[src/rtl/fetch_stage.sv]
// Instruction fetch stage: PC sequencing, 1-cycle-latency imem requests,
// single-entry stall capture buffer and IF/ID pipeline register.
module fetch_stage #(
    parameter int                 ADDR_W   = 32,
    parameter int                 INSTR_W  = 32,
    parameter logic [ADDR_W-1:0]  RESET_PC = '0,
    parameter int                 PC_STEP  = 4
) (
    input  logic               clk,
    input  logic               rst,
    output logic               imem_en,
    output logic [ADDR_W-1:0]  imem_addr,
    input  logic [INSTR_W-1:0] imem_rdata,
    input  logic               stall_i,
    input  logic               branch_taken_i,
    input  logic [ADDR_W-1:0]  branch_target_i,
    output logic               valid_o,
    output logic [INSTR_W-1:0] instr_o,
    output logic [ADDR_W-1:0]  pc_o,
    output logic [4:0]         opcode_o
);

    // Encoding is {inflight, hold_valid}; 2'b11 must never occur.
    typedef enum logic [1:0] {
        EMPTY = 2'b00,
        HELD  = 2'b01,
        FETCH = 2'b10
    } state_t;

    state_t             state;
    logic [ADDR_W-1:0]  pc;
    logic [ADDR_W-1:0]  fetch_pc;
    logic [INSTR_W-1:0] hold_instr;
    logic [ADDR_W-1:0]  hold_pc;

    assign imem_en   = !rst && !branch_taken_i && !stall_i;
    assign imem_addr = pc;
    assign opcode_o  = instr_o[INSTR_W-1 -: 5];

    // NOTE: fetch_pc and the hold buffer are data-only registers qualified by
    // state, so they are deliberately left out of reset.
    always_ff @(posedge clk) begin
        if (rst) begin
            state   <= EMPTY;
            pc      <= RESET_PC;
            valid_o <= 1'b0;
            instr_o <= '0;
            pc_o    <= '0;
        end else if (branch_taken_i) begin
            // Wrong-path word (in flight or held) is simply dropped.
            state   <= EMPTY;
            pc      <= branch_target_i;
            valid_o <= 1'b0;
            instr_o <= '0;
        end else if (stall_i) begin
            if (state == FETCH) begin
                hold_instr <= imem_rdata;
                hold_pc    <= fetch_pc;
                state      <= HELD;
            end
        end else begin
            case (state)
                HELD: begin
                    valid_o <= 1'b1;
                    instr_o <= hold_instr;
                    pc_o    <= hold_pc;
                end
                FETCH: begin
                    valid_o <= 1'b1;
                    instr_o <= imem_rdata;
                    pc_o    <= fetch_pc;
                end
                default: begin
                    valid_o <= 1'b0;
                    instr_o <= '0;
                end
            endcase
            fetch_pc <= pc;
            pc       <= pc + ADDR_W'(PC_STEP);
            state    <= FETCH;
        end
    end

    a_no_inflight_and_held : assert property (@(posedge clk) disable iff (rst)
        state != 2'b11);

endmodule
[config.mk]
export PLATFORM = sky130hd
export DESIGN_NAME = fetch_stage
export DESIGN_NICKNAME = d
export VERILOG_FILES = /design/src/rtl/fetch_stage.sv
export SDC_FILE = /design/constraint.sdc
export NUM_CORES = 1
export LEC_CHECK = 0
export BUFFER_PORTS_ARGS = -buffer_cell sky130_fd_sc_hd__buf_2
export CAP_MARGIN = 20
export CORE_UTILIZATION = 30
export CTS_CLUSTER_SIZE = 24
export DETAILED_ROUTE_END_ITERATION = 8
export REMOVE_ABC_BUFFERS = 1
export SLEW_MARGIN = 40
export SYNTH_ARGS = -nofsm -noshare
export SYNTH_HDL_FRONTEND = slang
export SYNTH_SLANG_ARGS = --single-unit
[constraint.sdc]
create_clock -name clk -period 4.1 [get_ports clk]
set_clock_uncertainty 0.15 [all_clocks]
set_input_delay 0.41 -clock clk [delete_from_list [all_inputs] [get_ports clk]]
set_output_delay 0.41 -clock clk [all_outputs]
set_load 0.02 [all_outputs]
==> impl_results.md, run 1 <==
* Status: finished, final reports clean
* Final Max Slew Viols at 0
* CTS Hold Bufs at 0
* Global-route usage over all layers at 15.0%
* Routed Wire Length at around 19 mm
* CTS Root Cell: clkbuf_16
* Main area contributors after synthesis: edfxtp_1 38%, dfxtp_1 26%, mux2i_1 4.7%
* Met2 WL at 8.20 mm
* Rows at 57
* Post-Syn Area at roughly 7500 sq um
* Clk pin slew, worst setup/hold paths at about 80 ps
* Via count at 5438
* Gate power share at 6.5%
* CORE AREA at 24400 sq um
* Uppermost layer routed: met4
* First DRT Iteration DRCs at slightly below 500
* First-pass GRT wire length at 29.6 mm
* Most frequent cells in the layout: 170 x buf_2, 99 x dfxtp_1, 96 x edfxtp_1
* Final Hold Viols at 0
* Final instance area at 9290 sq um
* Half-perimeter wire length after placement at roughly 13 mm
* Pleak at 3.42 nW
* PnR worst setup slack at 1690 ps
* DIE HEIGHT at 160 um
* Hold WC Path Type: in2reg
* Setup crit start kind: flip-flop
* Die width at 160 um
* Max clock buf depth at 2
* Clock power frac at 41.9%
* Synth Area per Inst at 11.9 sq um
* Pre-Repair DR Iteration Count at 5
* Slowest-stage cell, CP: or4_4
* Maxcap violations at 0
* Pwr per Cell Area at 445 nW/um^2
* Crit-path cells: nand4_4 -> or4_4 -> or4_1 -> a311oi_1
* Place WS at 1480 ps
* Int Power at around 3.2 mW
* PortBufs at 170
* Critical path type: reg2reg
* Top cell type's share of synthesized area at 38.5%
* Total power at ~4.1 mW
* Leading cell type in the layout, fill and taps excluded: buf_2
* Synth Instances at approximately 630
* Post-synthesis sequential area ratio at 64.9%
* Final period utilization at roughly three fifths
* GPL Wtd Cong at 0.762
* Share of cells above drive strength 1 at 28.4%
* Kind of end point of the critical path: flip-flop
* Sequential cell area at roughly 4900 sq um
* Fill cells at 2446
* Register share of total power at 51.6%
* Initial Util at 30.7%
* Detail Route met3 WL at 1.22 mm
* Initial antenna violation count at 0
* TritonCTS Buffers at 17
* Crit path arrival time at 2600 ps
* Area grow syn2layout at 24.0%
* Yosys warning count at 0
* Largest net degree at the start of global routing at 68
* Final setup fails at 0
* Clock Latency Late Sink at 430 ps
* CP max stage delay at about 660 ps
* Switching share of power at 23.6%
* RSZ-0062 raised after global routing: no
* Drt drc at 0
* Routed WL per cell at 16.8 um
* Fin crit period at 2410 ps
* Fmax at 414 MHz
* Worst slew margin at 42.0%
* Reg2Reg Setup Slack at about 1700 ps
* Worst-margin pin slew at 862 ps
* Inserted Diodes at 0
* Clk sink count at 195
* Worst Path Required at between 4000 and 5000 ps
* IO Pins at 171
* DIE AREA at 25600 sq um
* Flops & latches, synth at 195
* NumNets Final at 856
* Multi-input logic area at 2410 sq um
* Vias in the first global route at 5246
* Routed Antenna Nets at 0
* CTS tree: done
* Overflow after GRT at 0
* Post-cts resize count at 0
* Maximum fanout along the worst path at 10
* M1 wire length at ~9 mm
* Yosys cell types at 47
* Post-CTS Setup Repair Bufs at 0
* Vias/cell at 4.85
* H-tree levels at 4
* Post-synth top area cell: edfxtp_1
* Psw at around 0.98 mW
* Worst VDD drop at 0.197 mV
* DP Area at approximately 8700 sq um
[area by class of cell]
class | count | share of cell area, %
clock buffers | 18 | 4.62
clock inverters | 14 | 1.93
inverters | 15 | 0.606
multi-input cells | 375 | 25.9
flip-flops and latches | 195 | 52.4
well taps | 324 | 4.36
repair buffers | 181 | 10.2
[final timing paths]
path / from / endpoint / cells past startpoint
max: imem_addr[10]$_SDFFE_PP0N_ / imem_addr[26]$_SDFFE_PP0N_ / 4
min: imem_rdata[31] / hold_instr[31]$_DFFE_PP_ / 1
max reg2reg: imem_addr[10]$_SDFFE_PP0N_ / imem_addr[26]$_SDFFE_PP0N_ / 4
min reg2reg: valid_o$_SDFFE_PN0N_ / valid_o$_SDFFE_PN0N_ / 2
[synth_stat cells, drive strengths merged]
cell and number:
o31ai 5, ha 3, o221ai 1, and4 5
dfxtp 99, a221oi 2, clkbuf 37, a211oi 46
o31a 2, a2111oi 1, a21oi 10, nor2 64
nand4 11, xnor2 11, buf 9, clkinv 1
a22oi 32, or2 2, nor2b 2, nand4b 2
or4 6, a311oi 8, o21bai 1, xor2 2
nand2 49, a221o 1, nor4 7, o21ai 38
inv 14, and3 4, nor3b 2, and4b 2
a31o 2, edfxtp 96, or3 2, nor3 9
nand3 6, o21a 1, and2 1, mux2i 35
[routing by layer]
layer,up-vias,GRT usage [%]
li1,2674,-
met1,2564,21.2
met2,184,22.1
met3,16,3.84
met4,0,5.06
met5,-,0
[critical path: cells and delay by family (launching register included)]
kind            cells  cell delay [ps]
flops               1              540
simple gates        3             1390
compound gates      1              250
[through the flow]
step,hold WS [ps],util (%),cells,setup TNS (ps)
after global placement,277,35.5,1089,0
after detailed placement,284,35.6,1090,0
final,16.0,38.1,1122,0
after floorplan,276,-,585,-45680
after global routing,0.959,38.1,1122,0
after CTS,0.217,38.1,1122,0
[flip-flops by register name (all words and copies together), names as in the netlist]
register    cells
imem_addr      32
fetch_pc       32
state           2
instr_o        32
hold_instr     32
valid_o         1
pc_o           32
hold_pc        32
[power groups by stage]
stage	combinational [mW]	clock, mW	sequential [mW]
finish	0.267	1.73	2.14
global route	0.294	1.85	2.14
CTS	0.270	1.77	2.14
detailed placement	0.269	0	2.18
global placement	0.267	0	2.18
floorplan	0.105	0	2.21
[logic make-up (layout without fill, tap and decap cells)]
family | after synthesis | after routing | synth area share (%)
DFF | 195 | 195 | 64.9
and+or+nand+nor | 174 | 174 | 11.3
AOI/OAI and AO/OA | 150 | 150 | 13.7
buffers and inverters | 61 | 228 | 3.41
muxes | 35 | 35 | 4.67
xor gates and xnor gates | 13 | 13 | 1.52
adders and majority gates | 3 | 3 | 0.501
Note: power is estimated with default switching activity, not from simulation.
==> inputs of run 2 (changes only) <==
- clock period: 4.1 -> 2.4 ns (I/O delays scaled with it)
==> run 2 against run 1 <==
- worst setup slack worse by 1600 ps
- hold slack lost 2.4 ps
- power is 68% higher
- largest power group unchanged
- sequential share of layout area fell by 3.6 points
- non-clock buffer count up 75
==> impl_results.md, run 2 (synthesis gave the netlist of run 1 again) <==
* Clk pin slew, worst setup/hold paths at 80 ps
* Share of cells above drive strength 1 at 27.6%
* CTS tree: done
* Half-perimeter wire length after placement at 13.0 mm
* DIE AREA at around 26000 sq um
* First-pass GRT wire length at around 31 mm
* Initial antenna violation count at 0
* Final Max Slew Viols at 0
* Final Hold Viols at 0
* Sequential cell area at 4870 sq um
* DIE HEIGHT at 160 um
* Final core utilization at between 40% and 50%
* Maximum fanout along the worst path at 10
* Pleak at 3.71 nW
* Pre-Repair DR Iteration Count at 5
* Worst VDD drop at 0.374 mV
* Post-CTS Setup Repair Bufs at 0
* Routed WL per cell at between 15 and 20 um
* Hold WC Path Type: in2reg
* Via count at 5684
* Global-route usage over all layers at between 15 and 20%
* IO Pins at 171
* Initial Util at about 31%
* Overflow after GRT at 0
* Pwr per Cell Area at 698 nW/um^2
* Vias/cell at 4.75
* Total power at 6.96 mW
* RSZ-0062 raised after global routing: no
* Routed Wire Length at 19.9 mm
* Largest net degree at the start of global routing at 55
* Die width at between 150 and 200 um
* Fin crit period at 2290 ps
* Final period utilization at between 90% and 100%
* Status: finished, final reports clean
* PortBufs at 170
* Vias in the first global route at 5517
* Leading cell type in the layout, fill and taps excluded: buf_2
* Maxcap violations at 0
* Drt drc at 0
* CTS Root Cell: clkbuf_16
* First DRT Iteration DRCs at about 420
* TNS Setup at 0 ps
* Worst-margin pin slew at 458 ps
* Clock Latency Late Sink at 430 ps
* Worst slew margin at 69.5%
* Fmax at ~440 MHz
* Worst Path Required at 2590 ps
* TritonCTS Buffers at 17
* Crit path arrival time at 2480 ps
* Inserted Diodes at 0
* Area grow syn2layout at 33.1%
* Rows at 57
* Clk sink count at between 150 and 200
* GPL Wtd Cong at between 0.7 and 0.8
* Fill cells at 2341
* NumNets Final at 931
* Multi-input logic area at about 2400 sq um
* Critical path type: reg2reg
* Kind of end point of the critical path: flip-flop
* Routed Antenna Nets at 0
* Setup crit start kind: flip-flop
* Hold slack final at 13.7 ps
* CORE AREA at 24400 sq um
* Max clock buf depth at 2
* Final setup fails at 0
* Most frequent cells in the layout: 170 x buf_2, 98 x dfxtp_1, 96 x edfxtp_1
* H-tree levels at 4
[run 2: changes by cell type in the layout (fill, tap and decap cells not counted), sizes merged]
cell and change:
dlygate4sd3 +60, buf +15, clkinvlp +4, clkinv -3, bufinv -2, clkbuf +1
[run 2: cell type report]
| class | instances | area share, % |
|---|---|---|
| well taps | 324 | 4.06 |
| multi-input cells | 375 | 24.1 |
| inverters | 15 | 0.564 |
| flip-flops and latches | 195 | 48.8 |
| clock buffers | 19 | 4.34 |
| repair buffers | 256 | 16.9 |
| clock inverters | 13 | 1.29 |
[run 2: stage by stage]
stage | cell area [sq um] | setup slack (ps) | cells
global placement | 8810 | 163 | 1105
CTS | 9980 | 99.9 | 1197
finish | 9980 | 111 | 1197
floorplan | 7300 | -2150 | 585
detailed placement | 8810 | 120 | 1105
global route | 9980 | 4.18 | 1197
[run 2: worst paths after layout]
| check | start | to | slack [ps] | cells past startpoint |
|---|---|---|---|---|
| worst max register to register | imem_addr[16]$_SDFFE_PP0N_ | imem_addr[26]$_SDFFE_PP0N_ | 110 | 4 |
| worst max-delay path | imem_addr[16]$_SDFFE_PP0N_ | imem_addr[26]$_SDFFE_PP0N_ | 110 | 4 |
| worst min-delay path | branch_taken_i | state[1]$_SDFFE_PN0P_ | 10 | 2 |
| worst min register to register | valid_o$_SDFFE_PN0N_ | valid_o$_SDFFE_PN0N_ | 290 | 2 |
[run 2: where the power goes]
group	switching, mW	total [mW]	leakage [nW]	internal (mW)
Clock	1.30	2.76	0.256	1.45
Combinational	0.317	0.565	1.77	0.249
Sequential	0.0743	3.64	1.69	3.57
Total	1.69	6.96	3.71	5.27
[run 2: repair_timing]
item                                    4_1_cts  5_1_grt
endpoints found under the setup margin        0        1
hold buffers                                 60        0
gates resized for setup                       0        1
hold endpoints to repair                     87        0
[run 2: per-layer routing]
| layer | up-vias | part of all wire [%] | GRT usage, % |
|---|---|---|---|
| li1 | 2815 | - | - |
| met1 | 2689 | 48 | 21.3 |
| met2 | 170 | 45 | 24.6 |
| met3 | 10 | 5.3 | 4.13 |
| met4 | 0 | 0.94 | 3.16 |
| met5 | - | 0 | 0 |
[run 2: critical path, stage by stage (launching register included)]
cell and delay (ps):
dfxtp_1 460, nand4_1 190, or4_4 610, or4_1 520
a311oi_1 260
==> inputs of run 3 (changes only) <==
--- a/config.mk
+++ b/config.mk
@@ -7,2 +7,3 @@
 export LEC_CHECK = 0
+export ABC_AREA = 1
 export BUFFER_PORTS_ARGS = -buffer_cell sky130_fd_sc_hd__buf_2
--- a/constraint.sdc
+++ b/constraint.sdc
@@ -4,2 +4,2 @@
 set_output_delay 0.24 -clock clk [all_outputs]
-set_load 0.02 [all_outputs]
+set_load 0.05 [all_outputs]
==> run 3 against run 2 <==
- the flow now finishes with violations (design-rule violations)
- flip-flop and latch count stayed put
- first-iteration DRC count is 14% higher
- clock power hardly changed
==> impl_results.md, run 3 <==
* Status: finished with violations
* Failing checks: design-rule violations
* Maximum fanout along the worst path at 64
* Final core utilization at around two fifths
* Initial antenna violation count at 0
* Largest net degree at the start of global routing at 65
* Final Max Slew Viols at 0
* Synth Instances at 811
* CORE AREA at 26100 sq um
* Clock Latency Late Sink at 430 ps
* Fmax at around 540 MHz
* FF-to-FF End: instr_o[21]$_SDFFE_PN0N_
* Via count at 6546
* Maxcap violations at 0
* Main area contributors after synthesis: edfxtp_1 36%, dfxtp_1 25%, nand2_1 8.3%
* Vias in the first global route at ~6000
* Pre-Repair DR Iteration Count at 7
* Kind of end point of the critical path: flip-flop
* Final Hold Viols at 0
* Routed WL per cell at 15.8 um
* Worst setup path end: instr_o[21]$_SDFFE_PN0N_
* Post-synth top area cell: edfxtp_1
* TNS Setup at 0 ps
* Leading cell type in the layout, fill and taps excluded: nand2_1
* TritonCTS Buffers at 17
* Worst Reg-to-Reg Cells at 6
* Clk pin slew, worst setup/hold paths at roughly 70 ps
* CTS Root Cell: clkbuf_16
* Final setup fails at 0
* Yosys cell types at 32
* DP Area at 9200 sq um
* Most frequent cells in the layout: 177 x nand2_1, 170 x buf_2, 99 x dfxtp_1
* Initial Util at 30.6%
* Worst VDD drop at 0.460 mV
* Max clock buf depth at 2
* Hold WC Path Type: in2reg
* Post-Syn Area at 8000 sq um
* Area grow syn2layout at 28.4%
* Worst Path Required at 2610 ps
* First-pass GRT wire length at 33.9 mm
* Post-synthesis sequential area ratio at 60.8%
* First DRT Iteration DRCs at 479
* Inserted Diodes at 0
* Setup crit start kind: flip-flop
* Final instance area at 10300 sq um
* FFs w/ async S/R, synth at 0%
* Most common cell in the netlist: nand2_1
* Synth Area per Inst at 9.86 sq um
* Clk sink count at 195
* Worst-margin pin slew at 749 ps
* Vias/cell at 4.79
* Critical path type: reg2reg
* Fin crit period at ~1800 ps
* Fill cells at ~2600
* DIE AREA at approximately 27000 sq um
* Global-route usage over all layers at 16.3%
* Total power at 7.11 mW
* FF-to-FF Start: state[0]$_SDFFE_PP0N_
* DIE HEIGHT at 165 um
* Half-perimeter wire length after placement at 14.5 mm
* Drt drc at 32
* Share of cells above drive strength 1 at between 20% and 30%
* CTS tree: done
* Pleak at 4.20 nW
* Die width at approximately 170 um
* Final period utilization at 76.9%
* Flops & latches, synth at 195
* PortBufs at 170
* Post-CTS Setup Repair Bufs at 0
* Reg2Reg Setup Slack at 550 ps
* Yosys warning count at 0
* Worst slew margin at 50.0%
* Number of synthesized flops with an enable pin at 96
* Routed Antenna Nets at 0
* RSZ-0062 raised after global routing: no
* Crit path arrival time at 2050 ps
* IO Pins at 171
* Rows at 59
* Primary FF master, synth: dfxtp_1
* NumNets Final at approximately 1100
* GPL Wtd Cong at 0.835
* Top cell type's share of synthesized area at 36.1%
* Pwr per Cell Area at 692 nW/um^2
* Commonest cells post-synth: 177 x nand2_1, 99 x dfxtp_1, 96 x edfxtp_1
* H-tree levels at 4
* Critical Path Source: state[0]$_SDFFE_PP0N_
* Overflow after GRT at 0
* Routed Wire Length at 21.6 mm
[run 3: final cells by class]
| cell class | instances | area (sq um) | area share, % |
|---|---|---|---|
| Multi-Input combinational cell | 509 | 2690 | 26.2 |
| Inverter | 56 | 210 | 2.05 |
| Clock buffer | 18 | 429 | 4.18 |
| Tap cell | 335 | 419 | 4.08 |
| Sequential cell | 195 | 4860 | 47.4 |
| Clock inverter | 14 | 134 | 1.30 |
| Timing Repair Buffer | 239 | 1520 | 14.8 |
[run 3: logic make-up after synthesis]
family                   share of synthesized area [%]
XOR/XNOR                                          1.31
AND/OR/NAND/NOR                                   17.6
buffers and inverters                             5.81
AO/OA/AOI/OAI                                     14.0
adder cells (fa/ha/maj)                          0.470
flip-flops                                        60.8
[run 3: power breakdown]
group | total, mW | internal [mW] | switching, mW
clock | 2.77 | 1.38 | 1.39
combinational | 0.688 | 0.227 | 0.462
sequential | 3.64 | 3.56 | 0.0784
[run 3: timing repair]
item | in CTS | in global routing
hold buffers | 50 | 0
resized for setup | 0 | 0
hold endpoints to repair | 54 | 0
[run 3: worst min-delay path by stage]
stage | start | endpoint | depth (start not counted) | slack [ps]
6_report | branch_target_i[22] | imem_addr[22]$_SDFFE_PP0N_ | 5 | 30
5_1_grt | branch_target_i[27] | imem_addr[27]$_SDFFE_PP0N_ | 5 | 30
4_1_cts | branch_target_i[22] | imem_addr[22]$_SDFFE_PP0N_ | 5 | 2
3_5_place_dp | fetch_pc[24]$_DFFE_PP_ | hold_pc[24]$_DFFE_PP_ | 0 | 280
3_3_place_gp | fetch_pc[21]$_DFFE_PP_ | hold_pc[21]$_DFFE_PP_ | 0 | 280
2_1_floorplan | rst | imem_addr[17]$_SDFFE_PP0N_ | 1 | 150
[run 3: worst max-delay path, cell delays in order, from the launching register on]
cell     delay (ps)
dfxtp_1         320
inv_1            70
ha_2            180
buf_4           600
a22o_1          250
nand2_1          50
a21oi_1         140
[run 3: stage by stage]
stage	setup WS [ps]	cells	hold WS, ps
after floorplan	-3780	760	152
after global placement	551	1284	282
after detailed placement	530	1284	284
after CTS	559	1366	2.31
after global routing	359	1366	27.2
final	555	1366	26.0
[run 3: metal layers]
metal | GRT usage (%) | wire [um]
met1 | 21.4 | 10100
met2 | 26.2 | 9690
met3 | 4.20 | 1570
met4 | 4.75 | 257
met5 | 0 | 0
